--- src/rtl/bf16xn_mult_pipe_if.sv ---
// Valid/ready stream bundle for bf16xn_mult_pipe.
// The flags signal exists only when BF16XN_MULT_FLAGS_EN is defined.
interface bf16xn_mult_pipe_if #(
  parameter int LANES = 2
);
  logic                in_valid;
  logic                in_ready;
  logic [16*LANES-1:0] X;
  logic [16*LANES-1:0] Y;
  logic [LANES-1:0]    lane_en;
  logic                out_valid;
  logic                out_ready;
  logic [16*LANES-1:0] R;
`ifdef BF16XN_MULT_FLAGS_EN
  logic [4*LANES-1:0]  flags;

  modport master (
    output in_valid, X, Y, lane_en, out_ready,
    input  in_ready, out_valid, R, flags
  );
  modport slave (
    input  in_valid, X, Y, lane_en, out_ready,
    output in_ready, out_valid, R, flags
  );
`else
  modport master (
    output in_valid, X, Y, lane_en, out_ready,
    input  in_ready, out_valid, R
  );
  modport slave (
    input  in_valid, X, Y, lane_en, out_ready,
    output in_ready, out_valid, R
  );
`endif
endinterface

--- src/rtl/bf16xn_mult_pipe.sv ---
// Packed-bf16 SIMD multiplier: LANES independent RNE multiplies behind a globally stalled valid/ready pipe.
// Optional per-lane {invalid,overflow,underflow,inexact} flags under BF16XN_MULT_FLAGS_EN.
module bf16xn_mult_pipe #(
  parameter int LANES = 2
) (
  input logic               clk,
  input logic               rst,
  bf16xn_mult_pipe_if.slave s_if
);
  localparam int DATA_W = 16 * LANES;

  localparam logic [1:0] CLS_NORM = 2'd0;
  localparam logic [1:0] CLS_NAN  = 2'd1;
  localparam logic [1:0] CLS_INF  = 2'd2;
  localparam logic [1:0] CLS_ZERO = 2'd3;

  // Subnormals count as zero, so inf x subnormal is also an invalid operation.
  function automatic logic [1:0] classify_pair(input logic [15:0] a, input logic [15:0] b);
    logic a_nan, a_inf, a_zero, b_nan, b_inf, b_zero;
    a_nan  = (a[14:7] == 8'hFF) && (a[6:0] != 7'h00);
    a_inf  = (a[14:7] == 8'hFF) && (a[6:0] == 7'h00);
    a_zero = (a[14:7] == 8'h00);
    b_nan  = (b[14:7] == 8'hFF) && (b[6:0] != 7'h00);
    b_inf  = (b[14:7] == 8'hFF) && (b[6:0] == 7'h00);
    b_zero = (b[14:7] == 8'h00);
    if (a_nan || b_nan || (a_inf && b_zero) || (b_inf && a_zero)) classify_pair = CLS_NAN;
    else if (a_inf || b_inf)                                      classify_pair = CLS_INF;
    else if (a_zero || b_zero)                                    classify_pair = CLS_ZERO;
    else                                                          classify_pair = CLS_NORM;
  endfunction

  // Returns {final exponent (10b signed), rounded mantissa (7b)}.
  function automatic logic [16:0] round_rne(input logic signed [9:0] e, input logic [15:0] p);
    logic [6:0]        mant;
    logic              guard;
    logic              sticky;
    logic [7:0]        msum;
    logic signed [9:0] ef;
    if (p[15]) begin
      mant   = p[14:8];
      guard  = p[7];
      sticky = |p[6:0];
    end else begin
      mant   = p[13:7];
      guard  = p[6];
      sticky = |p[5:0];
    end
    msum = {1'b0, mant} + {7'd0, guard & (sticky | mant[0])};
    ef   = e + $signed({9'd0, p[15]}) + $signed({9'd0, msum[7]});
    round_rne = {ef, msum[6:0]};
  endfunction

  function automatic logic [15:0] sat_pack(input logic s, input logic [1:0] cls, input logic en,
                                           input logic [16:0] rnd);
    logic signed [9:0] ef;
    ef = $signed(rnd[16:7]);
    sat_pack = 16'h0000;
    if (en) begin
      case (cls)
        CLS_NAN:  sat_pack = 16'h7FC0;
        CLS_INF:  sat_pack = {s, 8'hFF, 7'h00};
        CLS_ZERO: sat_pack = {s, 15'h0000};
        default: begin
          if (ef >= 10'sd255)    sat_pack = {s, 8'hFF, 7'h00};
          else if (ef <= 10'sd0) sat_pack = {s, 15'h0000};
          else                   sat_pack = {s, ef[7:0], rnd[6:0]};
        end
      endcase
    end
  endfunction

`ifdef BF16XN_MULT_FLAGS_EN
  function automatic logic [3:0] lane_flags(input logic [1:0] cls, input logic en,
                                            input logic signed [9:0] ef, input logic [15:0] p);
    logic inexact;
    inexact    = p[15] ? (|p[7:0]) : (|p[6:0]);
    lane_flags = 4'b0000;
    if (en) begin
      case (cls)
        CLS_NAN:  lane_flags = 4'b1000;
        CLS_INF:  lane_flags = 4'b0000;
        CLS_ZERO: lane_flags = 4'b0000;
        default: begin
          if (ef >= 10'sd255)    lane_flags = 4'b0101;
          else if (ef <= 10'sd0) lane_flags = 4'b0011;
          else                   lane_flags = {3'b000, inexact};
        end
      endcase
    end
  endfunction
`endif

  logic advance;
  logic vld_p0_q, vld_p1_q, vld_p2_q, out_valid_q;

  logic [DATA_W-1:0] x_p0_q, y_p0_q;
  logic [LANES-1:0]  en_p0_q;

  logic [LANES-1:0]  sgn_p1_d, sgn_p1_q, en_p1_q;
  logic signed [9:0] exp_p1_d [LANES];
  logic signed [9:0] exp_p1_q [LANES];
  logic [7:0]        sx_p1_d  [LANES];
  logic [7:0]        sx_p1_q  [LANES];
  logic [7:0]        sy_p1_d  [LANES];
  logic [7:0]        sy_p1_q  [LANES];
  logic [1:0]        cls_p1_d [LANES];
  logic [1:0]        cls_p1_q [LANES];

  logic [LANES-1:0]  sgn_p2_q, en_p2_q;
  logic signed [9:0] exp_p2_q  [LANES];
  logic [15:0]       prod_p2_d [LANES];
  logic [15:0]       prod_p2_q [LANES];
  logic [1:0]        cls_p2_q  [LANES];

  logic [DATA_W-1:0] r_d, r_q;
`ifdef BF16XN_MULT_FLAGS_EN
  logic [4*LANES-1:0] flags_d, flags_q;
`endif

  assign advance        = ~out_valid_q | s_if.out_ready;
  assign s_if.in_ready  = advance;
  assign s_if.out_valid = out_valid_q;
  assign s_if.R         = r_q;
`ifdef BF16XN_MULT_FLAGS_EN
  assign s_if.flags     = flags_q;
`endif

  // S1: unpack, classify, exponent sum
  always_comb begin
    for (int i = 0; i < LANES; i++) begin
      sgn_p1_d[i] = x_p0_q[16*i+15] ^ y_p0_q[16*i+15];
      exp_p1_d[i] = $signed({2'b00, x_p0_q[16*i+7 +: 8]}) + $signed({2'b00, y_p0_q[16*i+7 +: 8]})
                    - 10'sd127;
      sx_p1_d[i]  = {1'b1, x_p0_q[16*i +: 7]};
      sy_p1_d[i]  = {1'b1, y_p0_q[16*i +: 7]};
      cls_p1_d[i] = classify_pair(x_p0_q[16*i +: 16], y_p0_q[16*i +: 16]);
    end
  end

  // S2: significand product
  always_comb begin
    for (int i = 0; i < LANES; i++) begin
      prod_p2_d[i] = {8'd0, sx_p1_q[i]} * {8'd0, sy_p1_q[i]};
    end
  end

  // S3: normalise, round, special-case select, pack
  always_comb begin
    r_d = '0;
`ifdef BF16XN_MULT_FLAGS_EN
    flags_d = '0;
`endif
    for (int i = 0; i < LANES; i++) begin
      r_d[16*i +: 16] = sat_pack(sgn_p2_q[i], cls_p2_q[i], en_p2_q[i],
                                 round_rne(exp_p2_q[i], prod_p2_q[i]));
`ifdef BF16XN_MULT_FLAGS_EN
      flags_d[4*i +: 4] = lane_flags(cls_p2_q[i], en_p2_q[i],
                                     $signed(round_rne(exp_p2_q[i], prod_p2_q[i]) >> 7),
                                     prod_p2_q[i]);
`endif
    end
  end

  always_ff @(posedge clk) begin
    if (rst) begin
      vld_p0_q    <= 1'b0;
      vld_p1_q    <= 1'b0;
      vld_p2_q    <= 1'b0;
      out_valid_q <= 1'b0;
      r_q         <= '0;
`ifdef BF16XN_MULT_FLAGS_EN
      flags_q     <= '0;
`endif
    end else if (advance) begin
      vld_p0_q    <= s_if.in_valid;
      vld_p1_q    <= vld_p0_q;
      vld_p2_q    <= vld_p1_q;
      out_valid_q <= vld_p2_q;
      if (vld_p2_q) begin
        r_q     <= r_d;
`ifdef BF16XN_MULT_FLAGS_EN
        flags_q <= flags_d;
`endif
      end
    end
  end

  always_ff @(posedge clk) begin
    if (advance) begin
      if (s_if.in_valid) begin
        x_p0_q  <= s_if.X;
        y_p0_q  <= s_if.Y;
        en_p0_q <= s_if.lane_en;
      end
      sgn_p1_q  <= sgn_p1_d;
      exp_p1_q  <= exp_p1_d;
      sx_p1_q   <= sx_p1_d;
      sy_p1_q   <= sy_p1_d;
      cls_p1_q  <= cls_p1_d;
      en_p1_q   <= en_p0_q;
      sgn_p2_q  <= sgn_p1_q;
      exp_p2_q  <= exp_p1_q;
      prod_p2_q <= prod_p2_d;
      cls_p2_q  <= cls_p1_q;
      en_p2_q   <= en_p1_q;
    end
  end

endmodule

--- src/flat_wrapper.sv ---
// flat-port wrapper written by rule: the top's interface ports become plain ports
module bf16xn_mult_pipe_flat 
#(
  parameter int LANES = 2
)
  (clk, rst, s_if_in_valid, s_if_X, s_if_Y, s_if_lane_en, s_if_out_ready, s_if_in_ready, s_if_out_valid, s_if_R);
  bf16xn_mult_pipe_if #(.LANES(LANES)) s_if_i ();
  input logic clk;
  input logic rst;
  input wire logic [$bits(s_if_i.in_valid)-1:0] s_if_in_valid;
  input wire logic [$bits(s_if_i.X)-1:0] s_if_X;
  input wire logic [$bits(s_if_i.Y)-1:0] s_if_Y;
  input wire logic [$bits(s_if_i.lane_en)-1:0] s_if_lane_en;
  input wire logic [$bits(s_if_i.out_ready)-1:0] s_if_out_ready;
  output wire logic [$bits(s_if_i.in_ready)-1:0] s_if_in_ready;
  output wire logic [$bits(s_if_i.out_valid)-1:0] s_if_out_valid;
  output wire logic [$bits(s_if_i.R)-1:0] s_if_R;
  assign s_if_i.in_valid = s_if_in_valid;
  assign s_if_i.X = s_if_X;
  assign s_if_i.Y = s_if_Y;
  assign s_if_i.lane_en = s_if_lane_en;
  assign s_if_i.out_ready = s_if_out_ready;
  assign s_if_in_ready = s_if_i.in_ready;
  assign s_if_out_valid = s_if_i.out_valid;
  assign s_if_R = s_if_i.R;
  bf16xn_mult_pipe #(.LANES(LANES)) u_core (.clk(clk), .rst(rst), .s_if(s_if_i));
endmodule
--- config.mk ---
export PLATFORM = sky130hd
export DESIGN_NAME = bf16xn_mult_pipe_flat
export DESIGN_NICKNAME = d
export VERILOG_FILES = /design/src/rtl/bf16xn_mult_pipe_if.sv /design/src/rtl/bf16xn_mult_pipe.sv /design/src/flat_wrapper.sv
export SDC_FILE = /design/constraint.sdc
export NUM_CORES = 1
export LEC_CHECK = 0
export CAP_MARGIN = 20
export CORE_UTILIZATION = 59
export CTS_CLUSTER_DIAMETER = 30
export DETAILED_ROUTE_END_ITERATION = 8
export PLACE_DENSITY = 0.81
export SYNTH_ARGS = -nofsm -noshare
export SYNTH_HDL_FRONTEND = slang
export SYNTH_SLANG_ARGS = --single-unit
--- constraint.sdc ---
create_clock -name clk -period 5.6 [get_ports clk]
set_input_delay 1.12 -clock clk [delete_from_list [all_inputs] [get_ports clk]]
set_output_delay 1.12 -clock clk [all_outputs]
set_load 0.005 [all_outputs]
# Yosys cells after proc, flatten, opt, wreduce, memory -nomap -nowiden
# Cells that the tools add are included.
[totals]
ff_bits = 218
inputBits = 70
word_cells = 118
[op_classes]
addsub = 10
multipliers = 2
n_lt_le_gt_ge = 4
n_eq_ne = 10
muxes = 18
bitwise_logic = 8
n_reduce_logical = 40
[ops]
columns = ["op", "n"]
rows = [
  ["$pmux W16 S3", 2],
  ["$mux W15", 4],
  ["$add A10 B2 Y10", 4],
  ["$eq A8 B8 Y1 const B", 4],
  ["$logic_not A8 Y1", 4],
  ["$mul A8 B8 Y16", 2],
  ["$mux W16", 2],
  ["$logic_not A7 Y1", 4],
  ["$reduce_bool A7 Y1", 4],
  ["$ge A10 B9 Y1 const B", 2],
  ["$le A10 B1 Y1 const B", 2],
  ["$sub A10 B8 Y10 const B", 2],
  ["$add A8 B8 Y9", 2],
  ["$add A7 B1 Y8", 2],
  ["$mux W7", 2],
  ["$reduce_or A7 Y1", 2],
  ["$logic_and A1 B1 Y1", 12],
  ["$reduce_or A6 Y1", 2],
  ["$logic_or A1 B1 Y1", 10],
  ["$eq A2 B2 Y1 const B", 4],
  ["$mux W2", 4],
  ["$eq A2 B1 Y1 const B", 2],
  ["$mux W1", 4],
  ["$reduce_and A2 Y1", 2],
  ["4 further kinds", 8],
]

# Logic depth before layout (Yosys ltp)
[logic_depth]
word_depth = 11
depth_mapped = 18
mapped_depth_nobuf = 18

# Worst setup path after synthesis
# OpenSTA, ideal clock, no wires.
[synth_timing]
path_kind = "input-to-reg"
from = "input port s_if_out_ready"
to = "register u_core.en_p0_q[0] (enable)"
setup_time_ns = 0.430
arrival_time_ns = 4.406
required_ns = 5.170
path_slack_ns = 0.764
cell_stages = 3
n_path_buf = 1
path_cell_list = "nand2b_1 buf_2 and2_1"
[synth_between]
elab_chain_len = 2
[synth_lines]
columns = ["element", "line_no", "text"]
rows = [
  ["start, declared", "flat_wrapper.sv:14", "input wire logic [$bits(s_if_i.out_ready)-1:0] s_if_out_ready;"],
  ["$or A1 B1 Y1", "bf16xn_mult_pipe.sv:120", "assign advance = ~out_valid_q | s_if.out_ready;"],
  ["via s_if_in_ready", "flat_wrapper.sv:15", "output wire logic [$bits(s_if_i.in_ready)-1:0] s_if_in_ready;"],
  ["$reduce_and A2 Y1 (no source line)", "--", ""],
  ["end signal, assigned", "bf16xn_mult_pipe.sv:193", "en_p0_q <= s_if.lane_en;"],
  ["end, declared", "bf16xn_mult_pipe.sv:97", "logic [LANES-1:0] en_p0_q;"],
]
# The timed path passes the listed nets, and every way through them passes these cells.
# A chain may end at the register's enable or synchronous reset.

==> results.cfg <==
[detailed_routing]
final_antenna_net_count = 0
wl_per_cell_um = 15.88
vias = 8741
drtPass1Iterations = 5
via_per_inst = 5.511
drc = 0
dr.first_iter.drc_count = 344
drt_wl_total_mm = 25.18

[yosys]
yosys_warnings = 0
netlist_instances = 1136
synthFlopType = edfxtp_1
synth_edf_count = 182
synth_cell_types = 61
synth.avg_cell_area_um2 = 11.59
ys_seq_area_frac = 0.4699
netlist_area_um2 = 13170
synth_nets = 1382
ys_ff_latch = 218
synth-async-reset-ratio = 0

[pwr]
powerDensity_nw_per_um2 = 438.5
p_leak_nw = 6.701
ir_drop_uv = 262.4

[timing]
tightest_slew_ps = 877.1
rsz0062_at_grt = false
fmax_mhz = 201.2
finalCritPeriodShare = 0.8875
slew_headroom = 0.4153
finalHoldViolCount = 0
setup_viol = 0
tns_ps = 0
slew_viol_final = 0
finalCriticalPeriod_ps = 4970
finalClockSkew_ps = 19.42

[setup_path]
r2r_cells = 18
required_ps = 5860
crit_path_start_kind = register
r2r-end = u_core.prod_p2_q[15]
r2r-start = u_core.sx_p1_q[3]
crit_type = register to register
worstSetupEndpointType = register
path_max_fanout = 6
cp.arrival_ps = 5230
rrSetupSlack_ps = 630

[clock_network]
h-tree-depth = 2
cts_buffer_depth = 3
insertion_delay_ps = 530
numCtsBuffers = 46
post_cts_resized = 0
postCtsSetupBuffers = 0
path_clk_slew_ps = 50
cts_tree = done
cts-root-buf = clkbuf_16
cts_sinks = 218
postCtsHoldBufs = 0

[global_routing]
grt-ovfl-total = 0
grt_util_all_layers = 0.2326
grt_start_max_net_pins = 73
antenna_found_initial = 0
grt_pass1_vias = 9092
grt_pass1_wl_mm = 41.63

[die]
core_area_um2 = 21820
ioPinCount = 104
die_y_um = 151.4
initial_core_util = 0.6033
rows = 54
die_w_um = 151.4
fp.dieArea_um2 = 22910

[min_path]
min_from = u_core.exp_p1_q[8]
holdPathEnd = u_core.exp_p2_q[8]
min_path_type = register to register
holdPathStages = 0

[place]
port_buffers = 103
place_hpwl_mm = 18.84
place_congestion = 0.8803
placed_area_um2 = 14490

[finish]
finalInstanceArea_um2 = 16030
fin_nets = 1518
insertedDiodeCount = 0
layout-drive-gt1-share = 0.07351
most-common-layout-cells = edfxtp_1 (182), inv_1 (152), clkdlybuf4s50_1 (103)
area_growth_pct = 21.76
final_common_cell = edfxtp_1

[job]
max-cap-violations = 0

[run_status]
outcome = finished clean
[worst max-delay path: stages, from the launching register on]
cell and delay, ps:
edfxtp_1 470, inv_1 170, nor2_1 80, fa_1 550, inv_1 50, fa_1 470, inv_1 60, fa_1 530
inv_1 60, fa_1 530, inv_1 40, ha_1 320, o21a_1 120, o31a_1 130, o41a_1 350, o41ai_1 400
o21bai_1 120, a21oi_1 180, xnor2_1 70
[power breakdown]
part,switching [mW],internal [mW],total (mW)
Sequential,0.241,2.12,2.36
Clock,0.884,1.78,2.66
Combinational,1.05,0.947,2.00
[metrics by stage]
| step | hold slack [ps] | power, mW | setup WS (ps) | cells | utilization |
|---|---|---|---|---|---|
| global route | 419.5 | 7.486 | 264.1 | 1586 | 0.7345 |
| CTS | 416.3 | 7.083 | 626.9 | 1586 | 0.7345 |
| detailed placement | 404.5 | 4.369 | 632.1 | 1504 | 0.6637 |
| global placement | 401.0 | 4.271 | 689.5 | 1504 | 0.6637 |
| floorplan | 400.3 | 3.919 | 763.6 | 1136 | - |
| finish | 414.3 | 7.029 | 629.9 | 1586 | 0.7345 |
[Yosys cell counts, types with 4 or more instances]
cell        n  area share
edfxtp_1  182        0.42
inv_1     152       0.043
ha_1      100       0.095
fa_1       76        0.12
nand2_1    73       0.021
nor2_1     73       0.021
and2_1     58       0.028
xnor2_1    45       0.030
a21oi_1    40       0.015
dfxtp_1    36       0.055
o21ai_0    31       0.012
xor2_1     31       0.021
nand3_1    25      0.0095
nor3_1     17      0.0065
nand4_1    14      0.0067
nor4_1     14      0.0067
clkbuf_1   13      0.0037
nand2b_1   11      0.0052
a211o_1    10      0.0067
a221o_1     9      0.0068
nor2b_1     8      0.0038
a21o_1      7      0.0040
o21a_1      7      0.0040
a22o_1      6      0.0040
a31oi_1     6      0.0029
mux2i_1     6      0.0046
o21bai_1    6      0.0034
a21boi_0    5      0.0029
and4_1      5      0.0033
mux2_2      5      0.0043
a211oi_1    4      0.0023
a221oi_1    4      0.0027
and3_1      4      0.0019
or2_2       4      0.0019
[layout make-up]
type	count	area, um^2
multi-input combinational	748	6325
sequential	218	6186
fill	1506	5793
clock buffer	53	1197
timing repair buffer	106	1054
inverter	152	570.5
tap	280	350.3
clock inverter	29	347.8
[how the worst max path moves through the flow]
stage | startpoint | slack, ps | end
after floorplan | s_if_out_ready | 760 | u_core.en_p0_q[0]
after global placement | u_core.sy_p1_q[4] | 690 | u_core.prod_p2_q[15]
after detailed placement | u_core.sx_p1_q[3] | 630 | u_core.prod_p2_q[15]
after CTS | u_core.sx_p1_q[3] | 630 | u_core.prod_p2_q[15]
after global routing | u_core.sy_p1_q[6] | 260 | u_core.prod_p2_q[15]
final | u_core.sx_p1_q[3] | 630 | u_core.prod_p2_q[15]
[logic make-up (layout without fill, tap and decap cells)]
family,after synthesis,in the layout,synth area share
AOI/OAI and AO/OA,163,163,0.08516
xor gates and xnor gates,76,76,0.05056
adders and majority gates,176,176,0.2106
buffers and inverters,170,340,0.05037
DFF,218,218,0.4699
muxes,11,11,0.008839
and+or+nand+nor,322,322,0.1246
[sequential cells by signal, summed over array words and instances (netlist names), 4 cells and up]
name,flops
u_core.cls_p1_q,4
u_core.cls_p2_q,4
u_core.exp_p1_q,20
u_core.exp_p2_q,20
u_core.prod_p2_q,32
u_core.s_if.R,32
u_core.sx_p1_q,14
u_core.sy_p1_q,14
u_core.x_p0_q,32
u_core.y_p0_q,32
[layer usage]
layer,share of wire,up-vias,track usage
li1,-,4252,-
met1,0.39,4208,0.2601
met2,0.53,206,0.4342
met3,0.047,75,0.03825
met4,0.031,0,0.09650
met5,0,-,0
Note: power is estimated with default switching activity, not from simulation.
